**src/rtl/fifo_sched_pkg.sv**
```systemverilog
// Shared types and constants for the FIFO write/read scheduler.
// Holds the FSM state enum, default geometry and the level-width helper.
package fifo_sched_pkg;

    typedef enum logic {
        S_RUN,
        S_FLUSH
    } state_t;

    localparam int DEPTH_DEF = 8;
    localparam int DW_DEF    = 32;
    localparam int STAT_W    = 16;

    function automatic int lvl_w(input int depth);
        return $clog2(depth + 1);
    endfunction

endpackage

```
**src/rtl/fifo_wr_rd_scheduler_if.sv**
```systemverilog
// Producer/consumer handshake bundle for the FIFO scheduler.
// The master side drives requests; the scheduler sits on the slave side.
interface fifo_wr_rd_scheduler_if #(
    parameter int NREQ = 4,
    parameter int DW   = 32
);

    logic [NREQ-1:0]    req_valid;
    logic [NREQ*DW-1:0] req_data;
    logic [NREQ-1:0]    req_ready;
    logic               rd_req;
    logic               rd_ack;

    modport master (
        output req_valid,
        output req_data,
        output rd_req,
        input  req_ready,
        input  rd_ack
    );

    modport slave (
        input  req_valid,
        input  req_data,
        input  rd_req,
        output req_ready,
        output rd_ack
    );

endinterface

```
**src/rtl/rr_pick.sv**
```systemverilog
// Combinational round-robin picker: first set request at or above ptr,
// wrapping modulo NREQ.
module rr_pick #(
    parameter int NREQ = 4
) (
    input  logic [NREQ-1:0]         req,
    input  logic [$clog2(NREQ)-1:0] ptr,
    output logic [NREQ-1:0]         grant,
    output logic [$clog2(NREQ)-1:0] idx,
    output logic                    any
);

    localparam int IW = $clog2(NREQ);

    function automatic int wrap(input int a);
        return (a >= NREQ) ? a - NREQ : a;
    endfunction

    always_comb begin
        grant = '0;
        idx   = '0;
        any   = 1'b0;
        for (int i = 0; i < NREQ; i++) begin
            if (!any && req[wrap(int'(ptr) + i)]) begin
                any                       = 1'b1;
                idx                       = IW'(wrap(int'(ptr) + i));
                grant[wrap(int'(ptr) + i)] = 1'b1;
            end
        end
    end

endmodule

```
**src/rtl/fifo_wr_rd_scheduler.sv**
```systemverilog
// Round-robin write / read arbiter in front of the 8x32 FIFO.
// Optional per-port grant and conflict counters under SCHED_STATS_EN.
import fifo_sched_pkg::*;

module fifo_wr_rd_scheduler #(
    parameter int NREQ  = 4,
    parameter int DW    = DW_DEF,
    parameter int DEPTH = DEPTH_DEF
) (
    input  logic                        Clk,
    input  logic                        Rst,
    input  logic                        flush,
    fifo_wr_rd_scheduler_if.slave       bus,
    output logic                        fifo_en,
    output logic                        fifo_rst,
    output logic                        fifo_wr,
    output logic                        fifo_rd,
    output logic [DW-1:0]               fifo_din,
    output logic [$clog2(NREQ)-1:0]     grant_id,
    output logic [lvl_w(DEPTH)-1:0]     level,
    output logic                        sched_full,
    output logic                        sched_empty
`ifdef SCHED_STATS_EN
    ,
    output logic [NREQ*STAT_W-1:0]      stat_grants,
    output logic [STAT_W-1:0]           stat_conflicts
`endif
);

    localparam int IW = $clog2(NREQ);
    localparam int LW = lvl_w(DEPTH);

    state_t          state;
    state_t          state_n;
    logic [LW-1:0]   level_q;
    logic [IW-1:0]   rr_ptr;
    logic            pri_rd;

    logic [NREQ-1:0] pick_oh;
    logic [IW-1:0]   pick_idx;
    logic            pick_any;

    logic            active;
    logic            wr_ok;
    logic            rd_ok;
    logic            conflict;
    logic            do_wr;
    logic            do_rd;

    rr_pick #(.NREQ(NREQ)) u_pick (
        .req   (bus.req_valid),
        .ptr   (rr_ptr),
        .grant (pick_oh),
        .idx   (pick_idx),
        .any   (pick_any)
    );

    // A flush request blocks transfers in the very cycle it is seen.
    assign active   = !Rst && (state == S_RUN) && !flush;
    assign wr_ok    = pick_any && (level_q < LW'(DEPTH));
    assign rd_ok    = bus.rd_req && (level_q != '0);
    assign conflict = active && wr_ok && rd_ok;
    assign do_wr    = active && wr_ok && !(rd_ok && pri_rd);
    assign do_rd    = active && rd_ok && !(wr_ok && !pri_rd);

    always_comb begin
        state_n       = state;
        fifo_en       = 1'b1;
        fifo_rst      = Rst || (state == S_FLUSH);
        fifo_wr       = 1'b0;
        fifo_rd       = 1'b0;
        fifo_din      = '0;
        grant_id      = '0;
        bus.req_ready = '0;
        bus.rd_ack    = 1'b0;
        unique case (state)
            S_RUN:   if (flush) state_n = S_FLUSH;
            S_FLUSH: if (!flush) state_n = S_RUN;
            default: state_n = S_FLUSH;
        endcase
        unique case (1'b1)
            do_wr: begin
                fifo_wr       = 1'b1;
                fifo_din      = bus.req_data[pick_idx*DW +: DW];
                grant_id      = pick_idx;
                bus.req_ready = pick_oh;
            end
            do_rd: begin
                fifo_rd    = 1'b1;
                bus.rd_ack = 1'b1;
            end
            default: ;
        endcase
    end

    always_ff @(posedge Clk) begin
        if (Rst) begin
            state   <= S_FLUSH;
            level_q <= '0;
            rr_ptr  <= '0;
            pri_rd  <= 1'b0;
        end else begin
            state <= state_n;
            if ((state == S_FLUSH) || flush)
                level_q <= '0;
            else if (do_wr)
                level_q <= level_q + LW'(1);
            else if (do_rd)
                level_q <= level_q - LW'(1);
            if (do_wr)
                rr_ptr <= (pick_idx == IW'(NREQ - 1)) ? '0 : pick_idx + IW'(1);
            if (conflict)
                pri_rd <= ~pri_rd;
        end
    end

    assign level       = (Rst || (state == S_FLUSH)) ? '0 : level_q;
    assign sched_full  = (level == LW'(DEPTH));
    assign sched_empty = (level == '0);

`ifdef SCHED_STATS_EN
    logic [STAT_W-1:0] grants_q [NREQ];
    logic [STAT_W-1:0] conf_q;
    logic              stat_clr;

    assign stat_clr = Rst || (state == S_FLUSH);

    for (genvar i = 0; i < NREQ; i++) begin : g_stat
        always_ff @(posedge Clk) begin
            if (stat_clr)
                grants_q[i] <= '0;
            else if (bus.req_ready[i] && (grants_q[i] != '1))
                grants_q[i] <= grants_q[i] + STAT_W'(1);
        end
        assign stat_grants[i*STAT_W +: STAT_W] = grants_q[i];
    end

    always_ff @(posedge Clk) begin
        if (stat_clr)
            conf_q <= '0;
        else if (conflict && (conf_q != '1))
            conf_q <= conf_q + STAT_W'(1);
    end

    assign stat_conflicts = conf_q;
`endif

endmodule

```
**src/flat_wrapper.sv**
```systemverilog
// flat-port wrapper written by rule: the top's interface ports become plain ports
module fifo_wr_rd_scheduler_flat 
#(
    parameter int NREQ  = 4,
    parameter int DW    = DW_DEF,
    parameter int DEPTH = DEPTH_DEF
)
  (Clk, Rst, flush, fifo_en, fifo_rst, fifo_wr, fifo_rd, fifo_din, grant_id, level, sched_full, sched_empty, bus_req_valid, bus_req_data, bus_rd_req, bus_req_ready, bus_rd_ack);
  fifo_wr_rd_scheduler_if #(.NREQ(NREQ), .DW(DW)) bus_i ();
  input  logic Clk;
  input  logic Rst;
  input  logic flush;
  output logic fifo_en;
  output logic fifo_rst;
  output logic fifo_wr;
  output logic fifo_rd;
  output logic [DW-1:0] fifo_din;
  output logic [$clog2(NREQ)-1:0] grant_id;
  output logic [lvl_w(DEPTH)-1:0] level;
  output logic sched_full;
  output logic sched_empty;
  input wire logic [$bits(bus_i.req_valid)-1:0] bus_req_valid;
  input wire logic [$bits(bus_i.req_data)-1:0] bus_req_data;
  input wire logic [$bits(bus_i.rd_req)-1:0] bus_rd_req;
  output wire logic [$bits(bus_i.req_ready)-1:0] bus_req_ready;
  output wire logic [$bits(bus_i.rd_ack)-1:0] bus_rd_ack;
  assign bus_i.req_valid = bus_req_valid;
  assign bus_i.req_data = bus_req_data;
  assign bus_i.rd_req = bus_rd_req;
  assign bus_req_ready = bus_i.req_ready;
  assign bus_rd_ack = bus_i.rd_ack;
  fifo_wr_rd_scheduler #(.NREQ(NREQ), .DW(DW), .DEPTH(DEPTH)) u_core (.Clk(Clk), .Rst(Rst), .flush(flush), .bus(bus_i), .fifo_en(fifo_en), .fifo_rst(fifo_rst), .fifo_wr(fifo_wr), .fifo_rd(fifo_rd), .fifo_din(fifo_din), .grant_id(grant_id), .level(level), .sched_full(sched_full), .sched_empty(sched_empty));
endmodule
```
**config.mk**
```make
export PLATFORM = sky130hd
export DESIGN_NAME = fifo_wr_rd_scheduler_flat
export DESIGN_NICKNAME = d
export VERILOG_FILES = /design/src/rtl/fifo_sched_pkg.sv /design/src/rtl/fifo_wr_rd_scheduler_if.sv /design/src/rtl/rr_pick.sv /design/src/rtl/fifo_wr_rd_scheduler.sv /design/src/flat_wrapper.sv
export SDC_FILE = /design/constraint.sdc
export NUM_CORES = 1
export LEC_CHECK = 0
export BUFFER_PORTS_ARGS = -buffer_cell sky130_fd_sc_hd__buf_2
export CAP_MARGIN = 0
export CORE_UTILIZATION = 42
export DETAILED_ROUTE_END_ITERATION = 12
export PLACE_DENSITY = 0.89
export SKIP_LAST_GASP = 1
export SLEW_MARGIN = 25
export SYNTH_ARGS = -nofsm -noshare
export SYNTH_HDL_FRONTEND = slang
export SYNTH_SLANG_ARGS = --single-unit
```
**constraint.sdc**
```tcl
create_clock -name Clk -period 5.5 [get_ports Clk]
set_input_delay 0.825 -clock Clk [delete_from_list [all_inputs] [get_ports Clk]]
set_output_delay 0.825 -clock Clk [all_outputs]
set_load 0.01 [all_outputs]
```
==> summary.txt <==
Status
  • Status: finished clean

STA
  • Setup violators final: 0
  • Fin crit share: 80.81%
  • Final hold viol count: 0
  • Slew at the pin with the worst max-slew slack: 0.9881 ns
  • Setup Skew: 0.006307 ns
  • Fmax: 225.0 MHz
  • Setup TNS: 0 ns
  • Crit path time final: 4.445 ns
  • Slew Limit Headroom: 34.13%
  • RSZ-0062 raised after global routing: false
  • Final setup margin: 1.055 ns
  • Max-slew violations: 0

Routing
  • Total wire length: 6835 um
  • DR DRC count: 0
  • DR WL/cell: 14.96 um
  • DRT antenna net count: 0
  • Iteration-0 DRC count of the detailed router: 92
  • Via-per-instance ratio: 5.221
  • Vias: 2386
  • Initial DRT Pass Iterations: 4

Cells and area
  • NumNets Final: 535
  • Layout cells sized above 1: 59.49%
  • Design area: 3017 um^2
  • Inserted Diodes: 0
  • Area of the multi-input gates: 1772 um^2
  • Area Growth Syn to Fin: 42.41%
  • Fillers: 415
  • Finished Core Util: 63.03%
  • FF+latch area: 160.2 um^2

GRT
  • Grt peak-use layer: met2
  • Total global-route track usage: 23.04%
  • Initial antenna violation count: 1
  • Global Route met3 Usage: 4.558%
  • M1 GR Usage: 27.65%
  • First-pass GRT wire length: 9584 um
  • GR Util met2: 41.26%
  • Global route overflow: 0
  • Number of global-route vias before repair: 2052
  • Largest net degree at the start of global routing: 67

Worst hold path
  • Min-Delay Path Class: flop to flop
  • Hold depth: 2

Setup path
  • Crit path DAT: 3.62 ns
  • Worst-path fanout max: 33
  • Critical Path End Type: primary output
  • Logic depth of the worst register-to-register path: 9
  • Slowest Stage Delay on Critical Path: 0.86 ns
  • Worst path required time: 4.68 ns
  • Crit path depth: 7
  • Slowest stage cell, crit path: nand2b_2
  • Delay-heaviest family, CP: simple AND/OR/NAND/NOR gates
  • Worst path cell trace: inv_1 -> ha_1 -> mux2_2 -> a311oi_2 -> nand2b_2 -> o22ai_1 -> buf_2
  • Bufs and invs on worst path: 2
  • Critical path launch point type: flop
  • Critical path class: flop to primary output

Logic synthesis
  • Most numerous cell in the Yosys netlist: mux2i_1
  • Most used flip-flop cell after synthesis: dfxtp_1
  • Syn_area_per_cell: 9.291 um^2
  • YS warnings: 0
  • Synth area leader: mux2i_1
  • Synth cell count leaders: 71 x mux2i_1, 29 x o22ai_2, 11 x nor2_1
  • Share of the synthesized area in the top cell type: 33.55%
  • XOR/XNOR Fraction of Synth Area: 1.654%
  • Synth Net Count: 371
  • Async SR Flop Fraction: 0%
  • Mux share of post-synthesis cell area: 38.45%
  • Synth Cell Area: 2118 um^2
  • Simple-gate portion of the synthesized area: 11.05%
  • Ranking of synthesized cells by area: mux2i_1 34%, o22ai_2 17%, dfxtp_1 7.6%
  • Synth cell types: 49
  • Register bit total from synthesis: 8
  • Largest family of logic cells by synthesized area: multiplexers
  • Compound-Gate Fraction of Synth Area: 27.17%
  • Post-Synthesis Cells: 228
  • EDFF count, synth: 0
  • Area share of fa/ha/maj cells after synthesis: 4.489%
  • Seq/Total Area, Yosys: 7.561%

Floorplanning
  • # rows: 25
  • Core area: 4786 um^2
  • DIE HEIGHT: 73.02 um
  • Die ar.: 5331 um^2
  • Die W: 73.02 um
  • Initial core utilization: 44.26%
  • IO Pins: 185

Clock network
  • CTS Hold Bufs: 0
  • Worst skew pair latency: 0.24 ns
  • Root Buffer: clkbuf_8
  • Sink Count: 8
  • CTS max path bufs: 2
  • Post-CTS setup buffer count: 0
  • CTS tree: built
  • Total CTS buffers: 3
  • H-tree Lvls: 1
  • CTS clock-pin slew for the worst setup and hold paths: 0.04 ns
  • CTS resizes: 0

Power and ir drop
  • Pleak: 1.822 nW
  • Max IR drop VDD: 63.33 uV
  • PwrDens: 112.1 nW/um^2

Placed design
  • Dpl cell area: 2975 um^2
  • Input/output buffers: 183
  • Placement Setup Slack: 1.220 ns
  • Post-DP HPWL: 5603 um
  • GP Congestion: 0.8378

Flow run
  • Max-cap check violation count: 0
-- worst min-delay path, stage by stage (launching register included) --
cell and delay, ns:
dfxtp_1 0.34, nor2_1 0.11, a211oi_1 0.05
-- power breakdown --
part           switching [mW]  internal [mW]  total [mW]
sequential            0.00335         0.0600      0.0634
clock                  0.0252         0.0476      0.0728
combinational          0.0969          0.105       0.202
total                   0.125          0.213       0.338
-- metal layers --
| metal | up-vias | share of wire, % |
|---|---|---|
| li1 | 1199 | - |
| met1 | 1094 | 41 |
| met2 | 81 | 53 |
| met3 | 10 | 4.2 |
| met4 | 2 | 1.3 |
| met5 | - | 0.19 |
-- layout by cell type, fill, tap and decap left out, types with 2 or more instances in the layout --
cell / instances
dfxtp_1: 8
a211oi_1: 4
or3_1: 2
and2_1: 4
o22ai_2: 29
nor4_1: 2
a21oi_1: 7
ha_1: 6
nand2_1: 6
clkbuf_8: 3
inv_1: 3
o22ai_1: 3
buf_2: 183
mux2i_1: 71
xnor2_1: 4
a22o_1: 4
nor2_1: 11
mux2_2: 3
nor3_1: 3
nand3_1: 4
mux4_2: 2
o21ai_0: 2
-- final timing paths --
| kind | slack (ns) | start | end |
|---|---|---|---|
| max reg2reg | 2.46 | u_core.level_q[1]$_SDFFE_PP0P_ | u_core.level_q[3]$_SDFFE_PP0P_ |
| min reg2reg | 0.55 | u_core.level_q[2]$_SDFFE_PP0P_ | u_core.level_q[2]$_SDFFE_PP0P_ |
| min | 0.55 | u_core.level_q[2]$_SDFFE_PP0P_ | u_core.level_q[2]$_SDFFE_PP0P_ |
| max | 1.06 | u_core.rr_ptr[0]$_SDFFE_PP0P_ | fifo_din[30] |
-- final cells by class --
cell class / count / share of cell area (%)
well taps: 67 / 2.779
repair buffers: 184 / 31.02
clock buffers: 3 / 1.369
inverters: 5 / 0.7881
multi-input cells: 190 / 58.73
flip-flops and latches: 8 / 5.309
-- registers in the layout (all words and copies together) (netlist names) --
name,count
u_core.level_q,4
u_core.pri_rd,1
u_core.rr_ptr,2
u_core.state,1
-- through the flow --
step                      total power [mW]  std cells  hold WS, ns
after floorplan                     0.1957        228       0.5142
after detailed placement            0.2659        454       0.5497
after global routing                0.3569        457       0.6356
final                               0.3383        457       0.5533
after global placement              0.2605        454       0.5454
after CTS                           0.3391        457       0.5533
-- cell families (layout without fill, tap and decap cells) --
logic type               after synthesis  count (layout)
AO/OA/AOI/OAI                         58              58
multiplexers                          78              78
buffers and inverters                 30             192
AND/OR/NAND/NOR                       42              42
adder cells (fa/ha/maj)                7               7
XOR/XNOR                               4               4
flip-flops                             8               8
other                                  1               1
No activity file was read; power rests on OpenSTA's default activity.
